[config.mk]
export PLATFORM = sky130hd
export DESIGN_NAME = reorder_buffer_flat
export DESIGN_NICKNAME = d
export VERILOG_FILES = /design/src/rtl/reorder_buffer_pkg.sv /design/src/rtl/reorder_buffer_if.sv /design/src/rtl/reorder_buffer.sv /design/src/flat_wrapper.sv
export SDC_FILE = /design/constraint.sdc
export NUM_CORES = 1
export LEC_CHECK = 0
export CAP_MARGIN = 5
export CORE_MARGIN = 2
export CORE_UTILIZATION = 53
export CTS_BUF_LIST = sky130_fd_sc_hd__clkbuf_16
export CTS_CLUSTER_SIZE = 24
export DETAILED_ROUTE_END_ITERATION = 8
export GPL_TIMING_DRIVEN = 0
export PLACE_DENSITY = 0.77
export SETUP_SLACK_MARGIN = 0.1
export SLEW_MARGIN = 30
export SYNTH_ARGS = -nofsm -noshare
export SYNTH_HDL_FRONTEND = slang
export SYNTH_SLANG_ARGS = --single-unit
[constraint.sdc]
create_clock -name clk_in -period 13.5 [get_ports clk_in]
set_input_delay 2.025 -clock clk_in [delete_from_list [all_inputs] [get_ports clk_in]]
set_output_delay 2.025 -clock clk_in [all_outputs]
set_load 0.02 [all_outputs]
[src/rtl/reorder_buffer_pkg.sv]
// Shared types for the reorder buffer: entry layout and sizing constants.
package reorder_buffer_pkg;

    localparam int ROB_SIZE  = 8;
    localparam int ROB_IDX_W = $clog2(ROB_SIZE);

    typedef struct packed {
        logic        busy;
        logic        done;
        logic        has_rd;
        logic        is_branch;
        logic        mispredict;
        logic [4:0]  rd;
        logic [31:0] value;
    } rob_entry_t;

endpackage

[src/rtl/reorder_buffer_if.sv]
// Reorder buffer bus: allocation, CDB, operand lookup, commit and flush signals.
interface reorder_buffer_if import reorder_buffer_pkg::*; #(
    parameter int SIZE = ROB_SIZE
) ();
    localparam int IW = $clog2(SIZE);

    logic              alloc_valid_in;
    logic [4:0]        alloc_rd_in;
    logic              alloc_has_rd_in;
    logic              alloc_is_branch_in;
    logic              ready_out;
    logic [IW-1:0]     alloc_idx_out;

    logic              cdb_valid_in;
    logic [IW-1:0]     cdb_rob_idx_in;
    logic signed [31:0] cdb_data_in;
    logic              cdb_mispredict_in;

    logic [IW-1:0]     q1_idx_in;
    logic [IW-1:0]     q2_idx_in;
    logic              q1_ready_out;
    logic              q2_ready_out;
    logic [31:0]       q1_data_out;
    logic [31:0]       q2_data_out;

    logic              commit_valid_out;
    logic              commit_we_out;
    logic [4:0]        commit_rd_out;
    logic [31:0]       commit_data_out;
    logic [IW-1:0]     commit_idx_out;

    logic              flush_out;
    logic [4:0]        flush_addrs_out [SIZE];
    logic [IW:0]       count_out;

    modport master (
        output alloc_valid_in, alloc_rd_in, alloc_has_rd_in, alloc_is_branch_in,
        input  ready_out, alloc_idx_out,
        output cdb_valid_in, cdb_rob_idx_in, cdb_data_in, cdb_mispredict_in,
        output q1_idx_in, q2_idx_in,
        input  q1_ready_out, q2_ready_out, q1_data_out, q2_data_out,
        input  commit_valid_out, commit_we_out, commit_rd_out, commit_data_out, commit_idx_out,
        input  flush_out, flush_addrs_out, count_out
    );

    modport slave (
        input  alloc_valid_in, alloc_rd_in, alloc_has_rd_in, alloc_is_branch_in,
        output ready_out, alloc_idx_out,
        input  cdb_valid_in, cdb_rob_idx_in, cdb_data_in, cdb_mispredict_in,
        input  q1_idx_in, q2_idx_in,
        output q1_ready_out, q2_ready_out, q1_data_out, q2_data_out,
        output commit_valid_out, commit_we_out, commit_rd_out, commit_data_out, commit_idx_out,
        output flush_out, flush_addrs_out, count_out
    );

endinterface

[src/rtl/reorder_buffer.sv]
// In-order commit reorder buffer with mispredict flush.
// Define ROB_CDB_BYPASS_EN to forward same-cycle CDB results to operand lookups.
module reorder_buffer import reorder_buffer_pkg::*; #(
    parameter int SIZE = ROB_SIZE
) (
    input  logic             clk_in,
    input  logic             rst_in,
    reorder_buffer_if.slave  bus
);
    localparam int IW = $clog2(SIZE);
    localparam int CW = IW + 1;

    rob_entry_t    ent [SIZE];
    logic [IW-1:0] head, tail;
    logic [CW-1:0] count;
    logic          flush;
    logic [4:0]    faddr [SIZE];

    logic       commit_valid, mis_commit, do_alloc, ready;
    rob_entry_t hd;

    assign hd           = ent[head];
    assign commit_valid = hd.busy && hd.done;
    assign mis_commit   = commit_valid && hd.is_branch && hd.mispredict;
    // Full means full this cycle; a commit on the same edge does not open a slot.
    assign ready        = count < CW'(SIZE);
    assign do_alloc     = bus.alloc_valid_in && ready && !mis_commit;

    always_ff @(posedge clk_in or posedge rst_in) begin
        if (rst_in) begin
            for (int i = 0; i < SIZE; i++) begin
                ent[i]   <= '0;
                faddr[i] <= '0;
            end
            head  <= '0;
            tail  <= '0;
            count <= '0;
            flush <= 1'b0;
        end else begin
            flush <= mis_commit;
            if (mis_commit) begin
                // Capture tags still in flight, then drop everything.
                for (int i = 0; i < SIZE; i++) begin
                    faddr[i] <= (ent[i].busy && ent[i].has_rd) ? ent[i].rd : 5'd0;
                    ent[i]   <= '0;
                end
                head  <= '0;
                tail  <= '0;
                count <= '0;
            end else begin
                if (bus.cdb_valid_in && ent[bus.cdb_rob_idx_in].busy) begin
                    ent[bus.cdb_rob_idx_in].done       <= 1'b1;
                    ent[bus.cdb_rob_idx_in].value      <= bus.cdb_data_in;
                    ent[bus.cdb_rob_idx_in].mispredict <= bus.cdb_mispredict_in;
                end
                if (commit_valid) begin
                    ent[head] <= '0;
                    head      <= head + IW'(1);
                end
                // Allocation is last so it wins over a CDB write to the same slot.
                if (do_alloc) begin
                    ent[tail] <= '{busy: 1'b1, done: 1'b0, has_rd: bus.alloc_has_rd_in,
                                   is_branch: bus.alloc_is_branch_in, mispredict: 1'b0,
                                   rd: bus.alloc_rd_in, value: 32'd0};
                    tail      <= tail + IW'(1);
                end
                case ({do_alloc, commit_valid})
                    2'b10:   count <= count + CW'(1);
                    2'b01:   count <= count - CW'(1);
                    default: count <= count;
                endcase
            end
        end
    end

    assign bus.ready_out        = ready;
    assign bus.alloc_idx_out    = tail;
    assign bus.count_out        = count;
    assign bus.commit_valid_out = commit_valid;
    assign bus.commit_we_out    = commit_valid && hd.has_rd && (hd.rd != 5'd0);
    assign bus.commit_rd_out    = hd.rd;
    assign bus.commit_data_out  = hd.value;
    assign bus.commit_idx_out   = head;
    assign bus.flush_out        = flush;

    always_comb begin
        for (int i = 0; i < SIZE; i++) bus.flush_addrs_out[i] = faddr[i];
    end

    always_comb begin
        bus.q1_ready_out = ent[bus.q1_idx_in].busy && ent[bus.q1_idx_in].done;
        bus.q2_ready_out = ent[bus.q2_idx_in].busy && ent[bus.q2_idx_in].done;
        bus.q1_data_out  = bus.q1_ready_out ? ent[bus.q1_idx_in].value : 32'd0;
        bus.q2_data_out  = bus.q2_ready_out ? ent[bus.q2_idx_in].value : 32'd0;
`ifdef ROB_CDB_BYPASS_EN
        if (bus.cdb_valid_in && bus.cdb_rob_idx_in == bus.q1_idx_in && ent[bus.q1_idx_in].busy) begin
            bus.q1_ready_out = 1'b1;
            bus.q1_data_out  = bus.cdb_data_in;
        end
        if (bus.cdb_valid_in && bus.cdb_rob_idx_in == bus.q2_idx_in && ent[bus.q2_idx_in].busy) begin
            bus.q2_ready_out = 1'b1;
            bus.q2_data_out  = bus.cdb_data_in;
        end
`endif
    end

endmodule

[src/flat_wrapper.sv]
// flat-port wrapper written by rule: the top's interface ports become plain ports
module reorder_buffer_flat import reorder_buffer_pkg::*;
#(
    parameter int SIZE = ROB_SIZE
)
  (clk_in, rst_in, bus_alloc_valid_in, bus_alloc_rd_in, bus_alloc_has_rd_in, bus_alloc_is_branch_in, bus_ready_out, bus_alloc_idx_out, bus_cdb_valid_in, bus_cdb_rob_idx_in, bus_cdb_data_in, bus_cdb_mispredict_in, bus_q1_idx_in, bus_q2_idx_in, bus_q1_ready_out, bus_q2_ready_out, bus_q1_data_out, bus_q2_data_out, bus_commit_valid_out, bus_commit_we_out, bus_commit_rd_out, bus_commit_data_out, bus_commit_idx_out, bus_flush_out, bus_flush_addrs_out, bus_count_out);
  reorder_buffer_if #(.SIZE(SIZE)) bus_i ();
  input  logic clk_in;
  input  logic rst_in;
  input wire logic [$bits(bus_i.alloc_valid_in)-1:0] bus_alloc_valid_in;
  input wire logic [$bits(bus_i.alloc_rd_in)-1:0] bus_alloc_rd_in;
  input wire logic [$bits(bus_i.alloc_has_rd_in)-1:0] bus_alloc_has_rd_in;
  input wire logic [$bits(bus_i.alloc_is_branch_in)-1:0] bus_alloc_is_branch_in;
  output wire logic [$bits(bus_i.ready_out)-1:0] bus_ready_out;
  output wire logic [$bits(bus_i.alloc_idx_out)-1:0] bus_alloc_idx_out;
  input wire logic [$bits(bus_i.cdb_valid_in)-1:0] bus_cdb_valid_in;
  input wire logic [$bits(bus_i.cdb_rob_idx_in)-1:0] bus_cdb_rob_idx_in;
  input wire logic [$bits(bus_i.cdb_data_in)-1:0] bus_cdb_data_in;
  input wire logic [$bits(bus_i.cdb_mispredict_in)-1:0] bus_cdb_mispredict_in;
  input wire logic [$bits(bus_i.q1_idx_in)-1:0] bus_q1_idx_in;
  input wire logic [$bits(bus_i.q2_idx_in)-1:0] bus_q2_idx_in;
  output wire logic [$bits(bus_i.q1_ready_out)-1:0] bus_q1_ready_out;
  output wire logic [$bits(bus_i.q2_ready_out)-1:0] bus_q2_ready_out;
  output wire logic [$bits(bus_i.q1_data_out)-1:0] bus_q1_data_out;
  output wire logic [$bits(bus_i.q2_data_out)-1:0] bus_q2_data_out;
  output wire logic [$bits(bus_i.commit_valid_out)-1:0] bus_commit_valid_out;
  output wire logic [$bits(bus_i.commit_we_out)-1:0] bus_commit_we_out;
  output wire logic [$bits(bus_i.commit_rd_out)-1:0] bus_commit_rd_out;
  output wire logic [$bits(bus_i.commit_data_out)-1:0] bus_commit_data_out;
  output wire logic [$bits(bus_i.commit_idx_out)-1:0] bus_commit_idx_out;
  output wire logic [$bits(bus_i.flush_out)-1:0] bus_flush_out;
  output wire logic [$bits(bus_i.flush_addrs_out)-1:0] bus_flush_addrs_out;
  output wire logic [$bits(bus_i.count_out)-1:0] bus_count_out;
  assign bus_i.alloc_valid_in = bus_alloc_valid_in;
  assign bus_i.alloc_rd_in = bus_alloc_rd_in;
  assign bus_i.alloc_has_rd_in = bus_alloc_has_rd_in;
  assign bus_i.alloc_is_branch_in = bus_alloc_is_branch_in;
  assign bus_ready_out = bus_i.ready_out;
  assign bus_alloc_idx_out = bus_i.alloc_idx_out;
  assign bus_i.cdb_valid_in = bus_cdb_valid_in;
  assign bus_i.cdb_rob_idx_in = bus_cdb_rob_idx_in;
  assign bus_i.cdb_data_in = bus_cdb_data_in;
  assign bus_i.cdb_mispredict_in = bus_cdb_mispredict_in;
  assign bus_i.q1_idx_in = bus_q1_idx_in;
  assign bus_i.q2_idx_in = bus_q2_idx_in;
  assign bus_q1_ready_out = bus_i.q1_ready_out;
  assign bus_q2_ready_out = bus_i.q2_ready_out;
  assign bus_q1_data_out = bus_i.q1_data_out;
  assign bus_q2_data_out = bus_i.q2_data_out;
  assign bus_commit_valid_out = bus_i.commit_valid_out;
  assign bus_commit_we_out = bus_i.commit_we_out;
  assign bus_commit_rd_out = bus_i.commit_rd_out;
  assign bus_commit_data_out = bus_i.commit_data_out;
  assign bus_commit_idx_out = bus_i.commit_idx_out;
  assign bus_flush_out = bus_i.flush_out;
  assign bus_flush_addrs_out = {>>{bus_i.flush_addrs_out}};
  assign bus_count_out = bus_i.count_out;
  reorder_buffer #(.SIZE(SIZE)) u_core (.clk_in(clk_in), .rst_in(rst_in), .bus(bus_i));
endmodule
After elaboration in Yosys (flattened, before gate mapping). Index checks and enable logic that the tools add are counted. W data, S select, Z words.

Register bits after elaboration: 387. Bits of input ports: 53. Output and inout bits: 157. Word-level logic and storage cells: 164.

Add/sub/neg operators: 4. Order comparisons: 9. Eq/ne operators: 2. Muxes and demuxes: 48. Bitwise logic cells: 7. Reduce and logical (&&, ||, !) cells: 26.

Operator list (count): $mux W336 (6); $bwmux W336 (4); $demux W42 S3 (5); $bmux W42 S3 (4); $mux W42 (10); $and A336 B336 Y336 (1); $not A336 Y336 (1); $mux W32 (3); $mux W41 (1); $mux W5 (8); $mux W38 (1); $logic_and A1 B1 Y1 (21); $ge A4 B4 Y1 const B (5); $not A3 Y4 (5); $lt A4 B1 Y1 const B (3); $mux W3 (4); $pmux W4 S2 (1); $add A3 B1 Y3 const B (2); $reduce_bool A5 Y1 (1); $add A4 B1 Y4 const B (1); $lt A4 B4 Y1 const B (1); $mux W4 (1); $reduce_bool A2 Y1 (2); $sub A4 B1 Y4 const B (1); 4 further kinds (4).

Depth between registers and ports, before layout.
Word-level depth: 16. Depth in mapped cells: 16. Depth with buffers taken out: 13.

Worst setup path before layout. No wires, ideal clock.

Kind: input to output. Start: in bus_q1_idx_in[0]. End: out bus_q1_data_out[10]. Data arrival time: 3.909 ns. Data required time: 11.475 ns. Path slack: 7.566 ns. Stages: 5. Path buffers: 3. Path through: clkbuf_1 -> buf_1 -> mux2_2 -> clkbuf_1 -> nor2_1.

Word-level cells in the longest chain between the ends: 6.

Ends and longest elaborated chain: start: declaration (RTL line flat_wrapper.sv:20) `input wire logic [$bits(bus_i.q1_idx_in)-1:0] bus_q1_idx_in;`; $not A3 Y4 (not written as such) * (RTL line reorder_buffer.sv:91, reorder_buffer.sv:93); $bmux W42 S3 * (RTL line reorder_buffer.sv:91, reorder_buffer.sv:93); $mux W42 (not written as such) * (2 in a row) (RTL line reorder_buffer.sv:91) `bus.q1_ready_out = ent[bus.q1_idx_in].busy && ent[bus.q1_idx_in].done;`; $logic_and A1 B1 Y1 (RTL line reorder_buffer.sv:91); $mux W32 * (RTL line reorder_buffer.sv:93) `bus.q1_data_out = bus.q1_ready_out ? ent[bus.q1_idx_in].value : 32'd0;`; end: declaration (RTL line flat_wrapper.sv:24) `output wire logic [$bits(bus_i.q1_data_out)-1:0] bus_q1_data_out;`.

Every way passes the cells marked *; elsewhere a longest branch is shown, timed or not. The select of a mux whose other input is x is not followed.

Worst setup path after layout.
Start: in bus_q1_idx_in[1]. End: out bus_q1_data_out[0].

The elaborated chain is that of the path after synthesis.

==> metrics.txt <==
static leakage=12.6 nW; pins over their slew limit=0; total die area=46200 µm²; grt ovf=0; Die Wd=215 µm; PwrDens=about 250 nW/µm²; Via Count=21300; # rows=77; Hold Crit Start=u_core.bus.flush_addrs_out[26]; Post-synth EDFFs=0; Inserted Clock Buffers=44; CP Launch Type=input port; crit path time final=7680 ps; DRC=0; Setup crit end kind=output pin; Post-Route WL=between 90000 and 100000 µm; Via density=around 7.4; hold violation count in the final report=0; synthesized area=23600 µm²; vias in the first global route=~21000; Critical Path Fanout Max=10; Root Driver=clkbuf_16; initial antenna violation count=7; final setup fails=0; sequential-to-total area share from yosys stat=0.411; initial core utilization=0.536; Worst Path Required=11480 ps; Syn-to-layout area delta=17.5%; largest net degree at the start of global routing=92; Crit Path Class=in2out; All-Layer GR Usage=0.418; yosys warns=0; clock buffer depth=3; Clock Skew=28.5 ps; max-cap viol count=0; Hold Path Class=reg2reg; Final Net Count=2314; Worst-Margin Slew=1170 ps; slew margin rel.=0.219; dpl hpwl=66000 µm; Post-Layout Inst Area=27700 µm²; TritonCTS clock tree=yes; fmax=0.130 GHz; synthesized instance count=2032; DP Area=26300 µm²; Seq cells post-synth=387; hold_buf cts=0; Hold Path Stages=1; reg-to-reg slack, setup=8840 ps; CORE AREA=around 44000 µm²; Post-Place Cells=2801; Die Span Y=215 µm; H-tree Lvls=2; postcts setup bufs=0; Hold Path End=u_core.bus.flush_addrs_out[26]; IO Count=210; WP data arrival=5660 ps; FF-to-FF End=u_core.bus.count_out[3]; Final Cycle Share=0.569; CTS-repair resized insts=0; Antenna Violating Nets Remaining=0; RSZ-0062 raised after global routing=no; reg2reg path depth=11; asr flop ratio synth=1.00; Cell Count, Final, Fillers Out=2883; outcome=finished clean; DRT iter0 DRCs=between 3000 and 4000; PortBufs=roughly 170; Synth Flop Type=dfrtp_1; R2R Path Start=u_core.bus.commit_idx_out[1]; GP Congestion=1.01; drt pass-1 iters=6; latest clock arrival within the worst-skew pair=600 ps; layout cells sized above 1=0.149; drt wl/cell=33.8 µm; Clock transition at path regs=50 ps; Syn Nets=2091; Worst VDD drop=0.176 mV; clk sink count=roughly 390; Distinct cells, synth=50; syn_area_per_cell=between 10 and 15 µm²; first-pass GRT wire length=142000 µm
[worst max-delay path, stage by stage]
cell	delay, ps
clkdlybuf4s50_1	650
clkbuf_1	710
clkbuf_1	770
mux4_2	360
mux2i_1	80
nor2_1	350
clkdlybuf4s50_1	690
[layout by cell type, fill, tap and decap left out, drive strengths merged, types with 2 or more instances in the layout]
cell           synthesis  routed
o21ai                 17      17
a221oi                35      35
o32ai                  3       3
mux2                  51      51
nand2                 41      41
nor2                 107     107
nor3b                  3       3
nand4                  6       6
clkbuf               170     220
mux4                 142     142
nor3                   8       8
dfrtp                387     387
and3                  41      41
xor2                   4       4
nand2b                 7       7
ha                     6       6
o211a                  2       2
buf                   88      95
xnor2                  2       2
diode                  0       4
a211oi               269     269
clkinvlp               0       2
bufinv                 0       4
nor2b                 10      10
a31o                   2       2
mux2i                417     417
inv                   15      26
o22a                   2       2
and2                   2       2
nand3                 20      20
o211ai                 7       7
o221ai                 2       2
nand4b                 2       2
a22o                  13      13
a22oi                 42      42
a21oi                 76      76
o22ai                 19      19
clkinv                 0      16
clkdlybuf4s50          0     165
a221o                  7       7
[how the worst max path moves through the flow]
stage | to | slack, ps | cells after the start | start
after floorplan | u_core.bus.alloc_idx_out[0] | 720 | 1 | rst_in
after detailed placement | bus_q2_data_out[0] | 6070 | 7 | bus_q2_idx_in[1]
after global placement | u_core.ent[131] | -4160 | 2 | rst_in
after CTS | bus_q2_data_out[0] | 6060 | 7 | bus_q2_idx_in[1]
after global routing | bus_q1_data_out[23] | 5930 | 7 | bus_q1_idx_in[1]
final | bus_q1_data_out[0] | 5820 | 7 | bus_q1_idx_in[1]
[power breakdown]
group          switching (mW)  internal, mW  total [mW]
registers               0.558          1.66        2.22
clock network           0.525         0.680        1.20
logic                    2.27          1.36        3.63
[synth_stat cells, types with 10 or more instances]
cell type  number  area, µm²
inv_1          14       52.6
a211oi_1      269       2020
dfrtp_1       387       9680
and3_1         41        257
nor2_1        107        402
a22o_1         13        114
mux2i_1       416       4160
clkbuf_1      169        634
a22oi_1        42        315
a21oi_1        76        380
buf_1          71        267
o21ai_0        12       60.1
nand3_1        20        100
buf_2          15       75.1
o22ai_1        19        119
nor2b_1        10       62.6
mux2_2         50        563
mux4_2        142       3200
nand2_1        41        154
a221oi_1       35        307
[through the flow]
step	hold WS, ps	power, mW	TNS, ps	setup WS [ps]	util
floorplan	506	4.14	0	719	-
global placement	494	5.51	-1590060	-4160	0.590
detailed placement	495	5.64	0	6070	0.597
CTS	509	6.84	0	6060	0.628
global route	522	7.24	0	5930	0.629
finish	510	7.05	0	5820	0.629
[registers in the layout, summed over array words and instances, names as in the netlist]
signal	flops
u_core.bus.flush_out	1
u_core.bus.flush_addrs_out	40
u_core.ent	336
u_core.bus.count_out	4
u_core.bus.alloc_idx_out	3
u_core.bus.commit_idx_out	3
[logic make-up (layout without fill, tap and decap cells)]
group | Yosys count | after routing | share of synthesized area
multiplexers | 610 | 610 | 0.337
AO/OA/AOI/OAI | 501 | 501 | 0.153
flip-flops | 387 | 387 | 0.411
buffers and inverters | 273 | 528 | 0.0446
AND/OR/NAND/NOR | 249 | 249 | 0.0495
adder cells (fa/ha/maj) | 6 | 6 | 0.00318
XOR/XNOR | 6 | 6 | 0.00223
other | 0 | 4 | 0
[cell type report]
class / instances / area [µm²]
Antenna cell: 4 / 10.0
Buffer: 258 / 1040
Clock buffer: 45 / 1130
Clock inverter: 33 / 260
Fill cell: 3483 / 16300
Inverter: 15 / 63.8
Multi-Input combinational cell: 1372 / 12900
Sequential cell: 387 / 9680
Tap cell: 592 / 741
Timing Repair Buffer: 177 / 1850
[layer usage]
layer | global-route usage | wire length [µm] | up-vias
met4 | 0.278 | 7740 | 12
met5 | 0.0156 | 227 | -
met1 | 0.521 | 34300 | 10600
met3 | 0.182 | 14800 | 508
met2 | 0.589 | 40500 | 1859
li1 | - | - | 8362
No activity file was read; power rests on OpenSTA's default activity.
